--- src/rtl/dm_cache_ctrl_pkg.sv ---
// dm_cache_ctrl_pkg: shared cache geometry and FSM encoding for the direct-mapped cache controller
package dm_cache_ctrl_pkg;
    localparam int ADDR_W = 32;
    localparam int DATA_W = 32;
    localparam int LINE_WORDS = 4;
    localparam int WORD_W = $clog2(LINE_WORDS);
    localparam int OFF_W = WORD_W + 2;
    localparam int INDEX_LENGTH = 6;
    localparam int CACHE_LINE_NUM = 1 << INDEX_LENGTH;
    localparam int TAG_LENGTH = ADDR_W - INDEX_LENGTH - OFF_W;
    typedef enum logic [2:0] {
        IDLE   = 3'd0,
        LOOKUP = 3'd1,
        REFILL = 3'd2,
        RESP   = 3'd3,
        WMEM   = 3'd4
    } cacheState_t;
endpackage

--- src/rtl/dm_cache_ctrl.sv ---
// dm_cache_ctrl: direct-mapped write-through, no-write-allocate cache controller
// driving external tag/data RAMs and a word-at-a-time memory bus.
module dm_cache_ctrl
    import dm_cache_ctrl_pkg::*;
(
    input  logic                    clk,
    input  logic                    rst,
    input  logic                    cpu_req,
    input  logic                    cpu_we,
    input  logic [ADDR_W-1:0]       cpu_addr,
    input  logic [DATA_W-1:0]       cpu_wdata,
    output logic                    cpu_ready,
    output logic [DATA_W-1:0]       cpu_rdata,
    output logic [INDEX_LENGTH-1:0] tag_index,
    output logic [TAG_LENGTH-1:0]   tag_in,
    output logic                    tag_w_en,
    input  logic [TAG_LENGTH-1:0]   tag_out,
    output logic [INDEX_LENGTH-1:0] data_index,
    output logic [WORD_W-1:0]       data_word,
    output logic                    data_w_en,
    output logic [DATA_W-1:0]       data_wdata,
    input  logic [DATA_W-1:0]       data_rdata,
    output logic                    mem_req,
    output logic                    mem_we,
    output logic [ADDR_W-1:0]       mem_addr,
    output logic [DATA_W-1:0]       mem_wdata,
    input  logic [DATA_W-1:0]       mem_rdata,
    input  logic                    mem_ack
);
    cacheState_t state, nextState;
    logic [ADDR_W-1:0] reqAddr;
    logic reqWe;
    logic [DATA_W-1:0] reqWdata;
    logic [WORD_W-1:0] cnt;
    logic [CACHE_LINE_NUM-1:0] validBits;
    logic [TAG_LENGTH-1:0] reqTag;
    logic [INDEX_LENGTH-1:0] reqIdx;
    logic [WORD_W-1:0] reqWord;
    logic hit, lastAck;

    assign reqTag = reqAddr[ADDR_W-1 -: TAG_LENGTH];
    assign reqIdx = reqAddr[OFF_W +: INDEX_LENGTH];
    assign reqWord = reqAddr[2 +: WORD_W];
    assign hit = validBits[reqIdx] && (tag_out == reqTag);
    assign lastAck = (state == REFILL) && mem_ack && (cnt == WORD_W'(LINE_WORDS - 1));
    assign tag_index = reqIdx;
    assign data_index = reqIdx;

    always_ff @(posedge clk or posedge rst)
        if (rst) state <= IDLE;
        else state <= nextState;

    always_comb begin
        nextState = state;
        case (state)
            IDLE:    nextState = cpu_req ? LOOKUP : IDLE;
            LOOKUP:  nextState = reqWe ? WMEM : (hit ? IDLE : REFILL);
            REFILL:  nextState = lastAck ? RESP : REFILL;
            RESP:    nextState = IDLE;
            WMEM:    nextState = mem_ack ? IDLE : WMEM;
            default: nextState = IDLE;
        endcase
    end

    // The counter parks on the last word after the final ack and only clears on leaving RESP.
    always_ff @(posedge clk or posedge rst) begin
        if (rst) begin
            reqAddr <= '0;
            reqWe <= 1'b0;
            reqWdata <= '0;
            cnt <= '0;
            validBits <= '0;
        end else begin
            if (state == IDLE && cpu_req) begin
                reqAddr <= cpu_addr;
                reqWe <= cpu_we;
                reqWdata <= cpu_wdata;
            end
            if (state == LOOKUP || state == RESP) cnt <= '0;
            else if (state == REFILL && mem_ack && !lastAck) cnt <= cnt + 1'b1;
            if (lastAck) validBits[reqIdx] <= 1'b1;
        end
    end

    always_comb begin
        cpu_ready = 1'b0;
        cpu_rdata = '0;
        tag_in = '0;
        tag_w_en = 1'b0;
        data_word = reqWord;
        data_w_en = 1'b0;
        data_wdata = '0;
        mem_req = 1'b0;
        mem_we = 1'b0;
        mem_addr = '0;
        mem_wdata = '0;
        case (state)
            LOOKUP: begin
                cpu_ready = !reqWe && hit;
                cpu_rdata = cpu_ready ? data_rdata : '0;
                data_w_en = reqWe && hit;
                data_wdata = reqWe ? reqWdata : '0;
            end
            REFILL: begin
                mem_req = 1'b1;
                mem_addr = {reqTag, reqIdx, cnt, 2'b00};
                data_word = cnt;
                data_w_en = mem_ack;
                data_wdata = mem_ack ? mem_rdata : '0;
                tag_w_en = lastAck;
                tag_in = reqTag;
            end
            RESP: begin
                cpu_ready = 1'b1;
                cpu_rdata = data_rdata;
            end
            WMEM: begin
                mem_req = 1'b1;
                mem_we = 1'b1;
                mem_addr = reqAddr;
                mem_wdata = reqWdata;
                cpu_ready = mem_ack;
            end
            default: ;
        endcase
    end
endmodule

--- config.mk ---
export PLATFORM = sky130hd
export DESIGN_NAME = dm_cache_ctrl
export DESIGN_NICKNAME = d
export VERILOG_FILES = /design/src/rtl/dm_cache_ctrl_pkg.sv /design/src/rtl/dm_cache_ctrl.sv
export SDC_FILE = /design/constraint.sdc
export NUM_CORES = 1
export LEC_CHECK = 0
export ABC_AREA = 1
export CORE_MARGIN = 5
export CORE_UTILIZATION = 39
export CTS_BUF_LIST = sky130_fd_sc_hd__clkbuf_4 sky130_fd_sc_hd__clkbuf_8
export DETAILED_ROUTE_END_ITERATION = 6
export GPL_ROUTABILITY_DRIVEN = 0
export PLACE_DENSITY_LB_ADDON = 0.3
export SYNTH_ARGS = -nofsm -noshare
export SYNTH_HDL_FRONTEND = slang
export SYNTH_SLANG_ARGS = --single-unit
--- constraint.sdc ---
create_clock -name clk -period 3.9 [get_ports clk]
set_clock_uncertainty 0.1 [all_clocks]
set_input_delay 0.39 -clock clk [delete_from_list [all_inputs] [get_ports clk]]
set_output_delay 0.39 -clock clk [all_outputs]
set_load 0.02 [all_outputs]
---- Word level (Yosys, flattened, before mapping) ----
Index checks and enable logic that the tools add are counted.
word-level totals
  RAM bits ................................ 0
  memories kept ........................... 0
  bits in registers ....................... 134
  bits in latches ......................... 0
  logic and storage cells ................. 56
  output and inout bits ................... 169
  bits of input ports ..................... 155
  ROM bits ................................ 0
operators by class
  multiply operators ...................... 0
  add/subtract/negate cells ............... 1
  bitwise gates (word level) .............. 1
  shifts and indexed selects .............. 0
  divide/modulo/power cells ............... 0
  order comparisons ....................... 2
  muxes and demuxes ....................... 26
  reduce and logical (&&, ||, !) cells .... 14
  eq/ne operators ......................... 6
operator list
  cell                 count
  $pmux 32 s2          3
  $mux 32              4
  $or 64x64->64        1
  $eq 22x22->1         1
  $mux 22              1
  $pmux 3 s4           1
  $logic_and 1x1->1    8
  $mux 2               4
  $lt 6x7->1 const B   1
  $mux 1               7
  $bmux 1 s6           1
  $demux 1 s6          1
  $eq 3x2->1 const B   2
  $ge 6x1->1 const B   1
  $mux 3               2
  $eq 3x1->1 const B   1
  $eq 3x3->1 const B   1
  $logic_not 3->1      1
  $pmux 1 s3           1
  $add 2x1->2 const B  1
  $eq 2x2->1 const B   1
  $logic_not 1->1      2
  $pmux 1 s2           1
  $reduce_bool 2->1    1
  other kinds (2)      2

---- Longest topological paths before layout ----
Gate-level depths: netlist of the first run.
  depth after elaboration ................. 7
  gate-level depth with buffers ........... 12
  mapped depth without buffers ............ 11

---- Least setup slack after synthesis of the first run ----
No wires, ideal clock.
  path kind ............................... flip-flop to output port
  start ................................... register reqAddr[6]
  end ..................................... output cpu_rdata[10]
  path slack .............................. 1622 ps
  arrival time ............................ 1788 ps
  cell stages (with the launch flop) ...... 11
  path buffers ............................ 1
  cells stage by stage .................... dfrtp_1 -> nor2_2 -> nand3_1 -> nand2_1 -> o21ai_0 -> nand2_1 -> nor2_1 -> nand2_1 -> nand3_2 -> buf_4 -> a21oi_1
between the ends
  word-level cells in the longest chain between the ends .. 6
ends and longest elaborated chain
  what                          RTL line              RTL
  from (decl)                   dm_cache_ctrl.sv:31   logic [ADDR_W-1:0] reqAddr;
  from (signal assigned)        dm_cache_ctrl.sv:75   reqAddr <= cpu_addr;
  $bmux 1 s6                    dm_cache_ctrl.sv:44   assign hit = validBits[reqIdx] && (tag_out == reqTag);
  $mux 1 (not written as such)  dm_cache_ctrl.sv:44
  $logic_and 1x1->1             dm_cache_ctrl.sv:44
  $logic_and 1x1->1             dm_cache_ctrl.sv:99   cpu_ready = !reqWe && hit;
  $mux 32                       dm_cache_ctrl.sv:100  cpu_rdata = cpu_ready ? data_rdata : '0;
  $pmux 32 s2                   dm_cache_ctrl.sv:97   case (state)
  to (decl)                     dm_cache_ctrl.sv:13   output logic [DATA_W-1:0] cpu_rdata,
No other way between the ends. The select of a mux whose other input is x is not followed.

---- Worst setup path after layout of the first run ----
  start ................................... register reqAddr[6]
  end ..................................... output cpu_rdata[17]
The elaborated chain is that of the path after synthesis.

==> results by group, run 1 <==
Power
  • Peak supply drop: 0.452 mV
  • Pwr Density: 667 nW/um^2
  • Power, Total: 0.00718 W
  • LEAKAGE: 5.01 nW

Finish
  • Final net count: 1404
  • Core Util, Final: 0.602
  • Post-Layout Cell Count: 1489
  • Share of post-route cells with drive strength above 1: 0.0445
  • Design area: 10800 um^2
  • Area Overhead vs Synth: 52.7%

Setup path
  • Worst-path cell chain: nor2_2, nand3_1, nand2_1, o21ai_0, nand2_1, nor2_1, nand2_1, nand3_2, buf_4, a21oi_1, clkdlybuf4s50_1
  • Setup crit start kind: flop
  • R2R depth: 7
  • Critical path's largest stage delay: 660 ps
  • Critical path data required time: 3410 ps
  • Critical Path End Type: output pin
  • Worst EP arrival: 3170 ps
  • CP dominant cell by count: nand2_1
  • Crit path max-delay cell type: clkdlybuf4s50_1
  • Path type of the worst setup path: reg -> out
  • Crit path max fanout: 33

CTS
  • Clk Latency, worst-skew pair: 440 ps
  • Clk pin slew, worst setup/hold paths: 70 ps
  • CTS buffer count: 17
  • Root Driver: clkbuf_8
  • CTS tree: yes
  • CTS sink cnt: 134
  • H-tree depth: 4
  • Clock Path Buffers: 2

Floorplan
  • Die width: 144 um
  • Row count: 49
  • I/O pins: 324
  • Core area: 17900 um^2
  • Die height: 144 um
  • Initial Util: 0.394
  • Die footprint: 20900 um^2

GRT
  • M2 GR Usage: 0.382
  • First-pass GRT wire length: 37300 um
  • Global route total overflow: 0
  • Largest net degree at the start of global routing: 88
  • GR Util All Layers: 0.231
  • Met1 Use GR: 0.290
  • Vias in the first global route: 6934
  • Met3 usage: 0.0728
  • Antenna violations before repair: 0
  • Busiest grt layer: met2

Run
  • Max cap viols: 0

Placement
  • Buffers on Ports: 323
  • Placed Area: 10400 um^2
  • Inst Count DP: 1458
  • DP HPWL: 19000 um

STA
  • Fmax: 274 MHz
  • Hold Vio Cnt, Final: 0
  • Unrepaired setup endpoints after global routing: no
  • Max-slew headroom: 0.274
  • Tcrit/Tclk final: 0.937
  • Setup tns final: 0 ps
  • Worst-Margin Slew: 1090 ps
  • Final max-slew violation count: 0
  • Endpoints failing setup: 0
  • Fin crit period: 3660 ps

Yosys
  • Average cell area after synthesis: 7.39 um^2
  • Mapped Area: 7050 um^2
  • Syn_nets: 1110
  • Warnings from Yosys: 0
  • #FFs+latches synth: 134
  • Post-synthesis sequential area ratio: 0.476
  • Library cells used by synthesis: 27
  • Post-Synthesis Cells: 954

Run status
  • Status: finished, final reports clean

Detailed routing
  • Drt wl/cell: 16.8 um
  • Post-Route WL: 25000 um
  • Vias per inst: 4.79
  • DRT iter0 DRCs: 509
  • DRC violations left: 0
  • Via count: 7130
  • Routed Antenna Nets: 0
  • DRT Pass-1 Iters: 5

Worst hold path
  • Min-Delay Path Class: in -> async
cell usage after synthesis, drive strengths merged:
cell	number	area share
o22ai	1	0.00089
mux2	2	0.0032
nand4	6	0.0053
xnor2	18	0.022
a21oi	95	0.067
inv	169	0.090
clkinv	1	0.00053
ha	1	0.0018
nand3	66	0.048
clkbuf	24	0.013
buf	33	0.028
o21bai	1	0.0011
nand3b	1	0.0011
xor2	4	0.0050
dfrtp	134	0.48
nand2	115	0.061
nor3	9	0.0064
o211ai	1	0.0011
o21ai	112	0.079
nor2	161	0.089
where the power goes:
part           internal, W  switching [W]
logic              0.00162        0.00252
registers          0.00174       0.000217
clock network     0.000597       0.000497
total              0.00395        0.00323
per-layer routing:
metal / vias up / routed length (um)
met1: 3271 / 10100
met5: - / 0
met4: 0 / 439
li1: 3556 / -
met2: 273 / 12300
met3: 30 / 2070
layout by cell type, fill, tap and decap left out:
cell type          n
o21ai_1            4
bufinv_16          1
clkbuf_4           5
xor2_1             4
nor2_4             3
xnor2_1           18
o21ai_0          108
clkinv_2           4
buf_4              6
inv_2              7
o21bai_1           1
diode_2            1
clkinvlp_4         2
nand3_1           65
nor2_1           157
inv_1            160
mux2_2             2
buf_12             3
nor3_1             9
nand3b_1           1
o22ai_1            1
nand4_1            6
ha_1               1
nand2_1          115
clkbuf_8          21
nand3_2            1
a21oi_1           95
nor2_2             1
o211ai_1           1
dfrtp_1          134
clkdlybuf4s50_1  323
critical path, delay by kind of cell, from the launching register on:
kind | cells | cell delay (ps)
AOI/OAI and AO/OA | 2 | 260
buffers and inverters | 2 | 910
DFF | 1 | 490
and+or+nand+nor | 7 | 1050
layout make-up:
| type | instances | area [um^2] |
|---|---|---|
| fillers | 1629 | 7130 |
| flip-flops and latches | 134 | 3350 |
| repair buffers | 332 | 3340 |
| multi-input cells | 593 | 2770 |
| inverters | 170 | 647 |
| clock buffers | 26 | 327 |
| well taps | 229 | 287 |
| clock inverters | 4 | 45.0 |
| diodes | 1 | 2.50 |
repair_timing:
action / 4_1_cts / 5_1_grt
gates resized for setup: 0 / 2
hold buffers: 0 / 0
buffers inserted: 0 / 0
setup endpoints to repair: 0 / 8
cells by family (layout without fill, tap and decap cells):
group	count (synthesis)	count (layout)	synth area share
and+or+nand+nor	358	358	0.211
buffers and inverters	227	532	0.131
AOI/OAI and AO/OA	210	210	0.150
DFF	134	134	0.476
xor gates and xnor gates	22	22	0.0273
muxes	2	2	0.00319
adders and majority gates	1	1	0.00177
other	0	1	0
per-stage QoR:
stage	setup slack, ps	hold WS, ps
floorplan	1620	327
global placement	744	338
detailed placement	700	345
CTS	204	228
global route	26.8	270
finish	245	236
path summary, 6_finish.rpt:
kind	startpoint	end	slack, ps
setup / recovery	reqAddr[6]	cpu_rdata[17]	240
hold / removal	rst	validBits[52]	240
setup reg to reg	state[2]	validBits[5]	1580
hold reg to reg	validBits[18]	validBits[18]	360
max in group asynchronous	rst	reqWdata[28]	2640
min in group clk	validBits[18]	validBits[18]	360
state kept, by name (all words and copies together), names as in the netlist:
name       count
reqWdata      32
reqAddr       32
reqWe          1
cnt            2
state          3
validBits     64
(Power assumes the default switching activity.)
==> run 2, diff against run 1 <==
- MAX_ROUTING_LAYER: not set -> met4
==> run 2 against run 1 <==
Effect of this change: global-route usage up 0.69 points; final cell count stayed put; sequential power hardly changed; total power is essentially flat; first-iteration DRC count down 18%; highest routed layer unchanged; register-to-register slack is essentially flat; wire length shrank 0.22%; sequential share of layout area stayed put; combinational power about the same; non-clock buffer count unchanged; fmax about the same.
==> results by group, run 2 (synthesized netlist as in run 1, its figures left out) <==
Run status
  • Status: finished, final reports clean

Floorplan
  • Die height: 144 um
  • I/O pins: 324
  • Die width: 144 um
  • Core area: 17900 um^2
  • Row count: 49
  • Die footprint: 20900 um^2
  • Initial Util: 0.394

Setup path
  • CP dominant cell by count: nand2_1
  • Crit path max fanout: 33
  • Path type of the worst setup path: reg -> out
  • R2r startpoint: state[2]
  • Crit path max-delay cell type: clkdlybuf4s50_1
  • Worst EP arrival: 3160 ps
  • Critical path data required time: 3410 ps
  • Setup crit start kind: flop
  • Critical path's largest stage delay: 660 ps
  • Reg-to-reg slack, setup: 1590 ps
  • Critical Path End Type: output pin
  • Critical R2R Capture: validBits[5]
  • Worst-path cell chain: nor2_2, nand3_1, nand2_1, o21ai_0, nand2_1, nor2_1, nand2_1, nand3_2, buf_4, a21oi_1, clkdlybuf4s50_1
  • R2R depth: 7

CTS
  • Clk Latency, worst-skew pair: 440 ps
  • Hold Buf Count CTS: 0
  • H-tree depth: 4
  • CTS buffer count: 17
  • Clock Path Buffers: 2
  • Clk pin slew, worst setup/hold paths: 70 ps
  • CTS tree: yes
  • CTS sink cnt: 134
  • Root Driver: clkbuf_8

STA
  • Final max-slew violation count: 0
  • Hold Vio Cnt, Final: 0
  • Tcrit/Tclk final: 0.937
  • Max-slew headroom: 0.272
  • Unrepaired setup endpoints after global routing: no
  • Fin crit period: 3650 ps
  • Endpoints failing setup: 0
  • Fmax: 274 MHz
  • Setup tns final: 0 ps
  • Worst-Margin Slew: 1090 ps

Detailed routing
  • Via count: 7138
  • Drt wl/cell: 16.7 um
  • Routed Antenna Nets: 0
  • DRC violations left: 0
  • Vias per inst: 4.79
  • Post-Route WL: 24900 um
  • DRT iter0 DRCs: 419
  • DRT Pass-1 Iters: 5

Finish
  • Final net count: 1404
  • Post-Layout Cell Count: 1489
  • Max reg flops: 64
  • Area Overhead vs Synth: 52.7%
  • Design area: 10800 um^2
  • Share of post-route cells with drive strength above 1: 0.0445
  • Regs by FF count: validBits x64, reqAddr x32, reqWdata x32
  • Commonest non-fill, non-tap cell in the layout: clkdlybuf4s50_1
  • Top reg by flops: validBits
  • Fillers: 1629
  • Commonest cells after routing, fill and taps aside: clkdlybuf4s50_1 (323), inv_1 (160), nor2_1 (157), dfrtp_1 (134), nand2_1 (115)

GRT
  • Largest net degree at the start of global routing: 88
  • Global route total overflow: 0
  • GR Util All Layers: 0.238
  • Vias in the first global route: 6951
  • First-pass GRT wire length: 37300 um
  • Antenna violations before repair: 0

Worst hold path
  • Min-Delay Path Class: in -> async

Power
  • Pwr Density: 667 nW/um^2
  • Peak supply drop: 0.453 mV
  • LEAKAGE: 5.01 nW

Placement
  • DP HPWL: 19000 um
  • Buffers on Ports: 323
  • Placed Area: 10400 um^2
  • Inst Count DP: 1458

Run
  • Max cap viols: 0
## run 2: cell counts in the layout (fill, tap and decap cells not counted)
Identical to the previous run, type by type.
## run 2: critical path: cells and delay by family (launching register included)
kind,cells,cell delay [ps]
AO/OA/AOI/OAI,2,270
AND/OR/NAND/NOR,7,1050
buffers and inverters,2,900
flip-flops,1,490
## run 2: how the worst max path moves through the flow
stage               startpoint             to  slack [ps]  cells after the start
global placement    tag_out[7]  cpu_rdata[28]         740                     10
finish              reqAddr[6]  cpu_rdata[17]         250                     11
detailed placement  reqAddr[6]  cpu_rdata[17]         700                     11
CTS                 reqAddr[6]  cpu_rdata[17]         200                     11
floorplan           reqAddr[6]  cpu_rdata[10]        1620                     10
global route        reqAddr[4]  cpu_rdata[28]          20                     12
## run 2: final cells by class
cell class	instances	area, um^2	area share
multi-input cells	593	2770	0.257
inverters	170	647	0.0601
diodes	1	2.50	0.000232
well taps	229	287	0.0266
clock inverters	4	45.0	0.00418
clock buffers	26	327	0.0303
repair buffers	332	3340	0.310
flip-flops and latches	134	3350	0.311
## run 2: repair_timing
action	CTS	global route
gates resized for setup	0	2
setup endpoints to repair	0	17
buffers inserted	0	0
## run 2: routing by layer
metal  share of wire  GRT usage  routed length (um)  vias to the layer above
li1                -          -                   -                     3550
met1            0.42      0.300               10500                     3278
met2            0.49      0.383               12300                      284
met3           0.070     0.0585                1750                       26
met4           0.014     0.0673                 337                        0
met5               0          -                   0                        -
## run 2: power breakdown
part / leakage [nW] / internal (W) / switching, W
Combinational: 3.47 / 0.00162 / 0.00251
Sequential: 1.34 / 0.00174 / 0.000217
Clock: 0.200 / 0.000597 / 0.000494
## run 2: through the flow
stage           util  setup WS, ps  hold WS [ps]  total power, W
3_5_place_dp   0.580           700           345         0.00612
2_1_floorplan      -          1620           327         0.00433
4_1_cts        0.601           204           228         0.00723
5_1_grt        0.601          21.3           264         0.00764
6_report       0.602           245           235         0.00718
3_3_place_gp   0.580           744           338         0.00607
==> run 3, diff against run 2 <==
- CTS_CLUSTER_SIZE: not set -> 28
- PLACE_DENSITY: not set -> 0.79
- PLACE_DENSITY_LB_ADDON: 0.3 -> not set
==> run 3 against run 2 <==
Effect of this change: setup slack worse by 15 ps; register-to-register slack worse by 30 ps; critical path type unchanged; critical endpoint is now cpu_rdata[0]; final cell count up 0.34%; cell area up 0.42%; largest cell class unchanged; total power up 2.2%; flip-flop and latch count unchanged; first-iteration DRC count up 18%; clock power up 12%; hold slack better by 130 ps; sequential share of layout area down 0.13 points.
==> results by group, run 3 (synthesized netlist as in run 1, its figures left out) <==
Floorplan
  • Initial Util: 0.394
  • Die footprint: 20900 um^2
  • Die height: 144 um
  • I/O pins: 324
  • Die width: 144 um
  • Core area: 17900 um^2
  • Row count: 49

CTS
  • CTS tree: yes
  • CTS buffer count: 17
  • Root Driver: clkbuf_8
  • CTS sink cnt: 134
  • Clk pin slew, worst setup/hold paths: 70 ps
  • Clock Path Buffers: 2
  • H-tree depth: 4
  • Clk Latency, worst-skew pair: 440 ps
  • Post-CTS Setup Bufs: 0

STA
  • Hold Vio Cnt, Final: 0
  • Setup slack after layout: 230 ps
  • Tcrit/Tclk final: 0.941
  • Worst-Margin Slew: 1050 ps
  • Endpoints failing setup: 0
  • Final max-slew violation count: 0
  • Fmax: 272 MHz
  • Unrepaired setup endpoints after global routing: yes
  • Fin crit period: 3670 ps
  • Max-slew headroom: 0.301

Finish
  • Post-Layout Cell Count: 1494
  • Final net count: 1407
  • Storage element area: 3350 um^2
  • Area of the multi-input gates: 2780 um^2
  • Commonest non-fill, non-tap cell in the layout: clkdlybuf4s50_1
  • Max reg flops: 64
  • Fillers: 1604
  • Top reg by flops: validBits
  • Regs by FF count: validBits x64, reqAddr x32, reqWdata x32
  • Core Util, Final: 0.604
  • Share of post-route cells with drive strength above 1: 0.0475
  • Area Overhead vs Synth: 53.4%
  • Commonest cells after routing, fill and taps aside: clkdlybuf4s50_1 (323), inv_1 (160), nor2_1 (157), dfrtp_1 (134), nand2_1 (115)

Power
  • Int Pwr: 0.00401 W
  • Pwr Density: 678 nW/um^2
  • Clk network pwr share: 0.166
  • Comb power frac: 0.567
  • Peak supply drop: 0.406 mV
  • P_sw: 0.00332 W
  • LEAKAGE: 5.02 nW
  • Sw Ratio: 0.453
  • Power, Total: 0.00734 W
  • Reg power frac: 0.267

GRT
  • First-pass GRT wire length: 38200 um
  • Largest net degree at the start of global routing: 82
  • GR Util All Layers: 0.244
  • Antenna violations before repair: 1
  • Global route total overflow: 0
  • Vias in the first global route: 7132

Setup path
  • Worst-path cell chain: nor2_2, nand3_1, nand2_1, o21ai_0, nand2_1, nor2_1, nand2_1, nand3_4, a21oi_1, clkdlybuf4s50_1
  • Path type of the worst setup path: reg -> out
  • Critical Path End Type: output pin
  • CP dominant cell by count: nand2_1
  • Critical path's largest stage delay: 660 ps
  • R2R depth: 7
  • Setup crit start kind: flop
  • Worst EP arrival: 3180 ps
  • Critical R2R Capture: validBits[2]
  • Crit path max-delay cell type: clkdlybuf4s50_1
  • Reg-to-reg slack, setup: 1560 ps
  • Worst Setup SP: reqAddr[6]
  • R2r startpoint: state[2]
  • Critical path data required time: 3410 ps
  • Crit path max fanout: 33
  • Worst Setup EP: cpu_rdata[0]

Detailed routing
  • Via count: 7324
  • DRT Pass-1 Iters: 5
  • DRT iter0 DRCs: 494
  • DRC violations left: 0
  • Vias per inst: 4.90
  • Routed Antenna Nets: 0
  • Drt wl/cell: 17.2 um
  • Post-Route WL: 25600 um

Placement
  • Buffers on Ports: 323
  • Inst Count DP: 1461
  • Pre-CTS setup slack: 323 ps
  • DP HPWL: 19800 um

Worst hold path
  • Hold_sp: validBits[16]
  • Count of cells along the worst hold path: 2
  • Min-Delay Path Class: reg -> reg

Run
  • Max cap viols: 0

Run status
  • Status: finished, final reports clean
-- run 3: cell count changes in the layout (fill, tap and decap cells not counted), moves of 2 or more --
cell	change
buf_4	+6
clkinvlp_4	+4
clkbuf_4	-5
bufinv_16	+2
buf_12	-3
-- run 3: routing by layer --
metal | part of all wire | GRT usage | up-vias
met5 | 0 | - | -
met4 | 0.024 | 0.0795 | 0
met3 | 0.098 | 0.0790 | 40
met2 | 0.48 | 0.387 | 328
met1 | 0.40 | 0.295 | 3399
li1 | - | - | 3557
-- run 3: power groups by stage --
stage / Sequential [W] / Combinational [W] / Clock, W
after floorplan: 0.00192 / 0.00241 / 0
after global placement: 0.00196 / 0.00410 / 0
after detailed placement: 0.00198 / 0.00415 / 0
after CTS: 0.00196 / 0.00417 / 0.00124
after global routing: 0.00200 / 0.00450 / 0.00131
final: 0.00196 / 0.00416 / 0.00122
-- run 3: worst min-delay path by stage --
stage                     slack (ps)       endpoint
after detailed placement         340  validBits[31]
after CTS                        360  validBits[26]
final                            360  validBits[16]
after global routing             370  validBits[55]
after floorplan                  330   validBits[2]
after global placement           340  validBits[12]
-- run 3: area by class of cell --
class | count | share of cell area
Tap cell | 229 | 0.0265
Clock buffer | 20 | 0.0255
Clock inverter | 12 | 0.0140
Timing Repair Buffer | 335 | 0.307
Antenna cell | 1 | 0.000231
Multi-Input combinational cell | 593 | 0.257
Inverter | 170 | 0.0596
Sequential cell | 134 | 0.310
-- run 3: stage by stage --
step	instance area, um^2	hold WS, ps	setup TNS (ps)
CTS	10800	362	0
global route	10800	372	-100
global placement	10400	337	0
detailed placement	10400	345	0
finish	10800	361	0
floorplan	7060	327	0
-- run 3: repair_timing --
action                     CTS  global route
hold buffers                 0             0
gates resized for setup      0             3
setup endpoints to repair    0            33
-- run 3: worst max-delay path: cells and delay by family (launching register included) --
kind / cells / cell delay (ps)
flops: 1 / 480
simple gates: 7 / 1230
buf+inv: 1 / 660
compound gates: 2 / 360
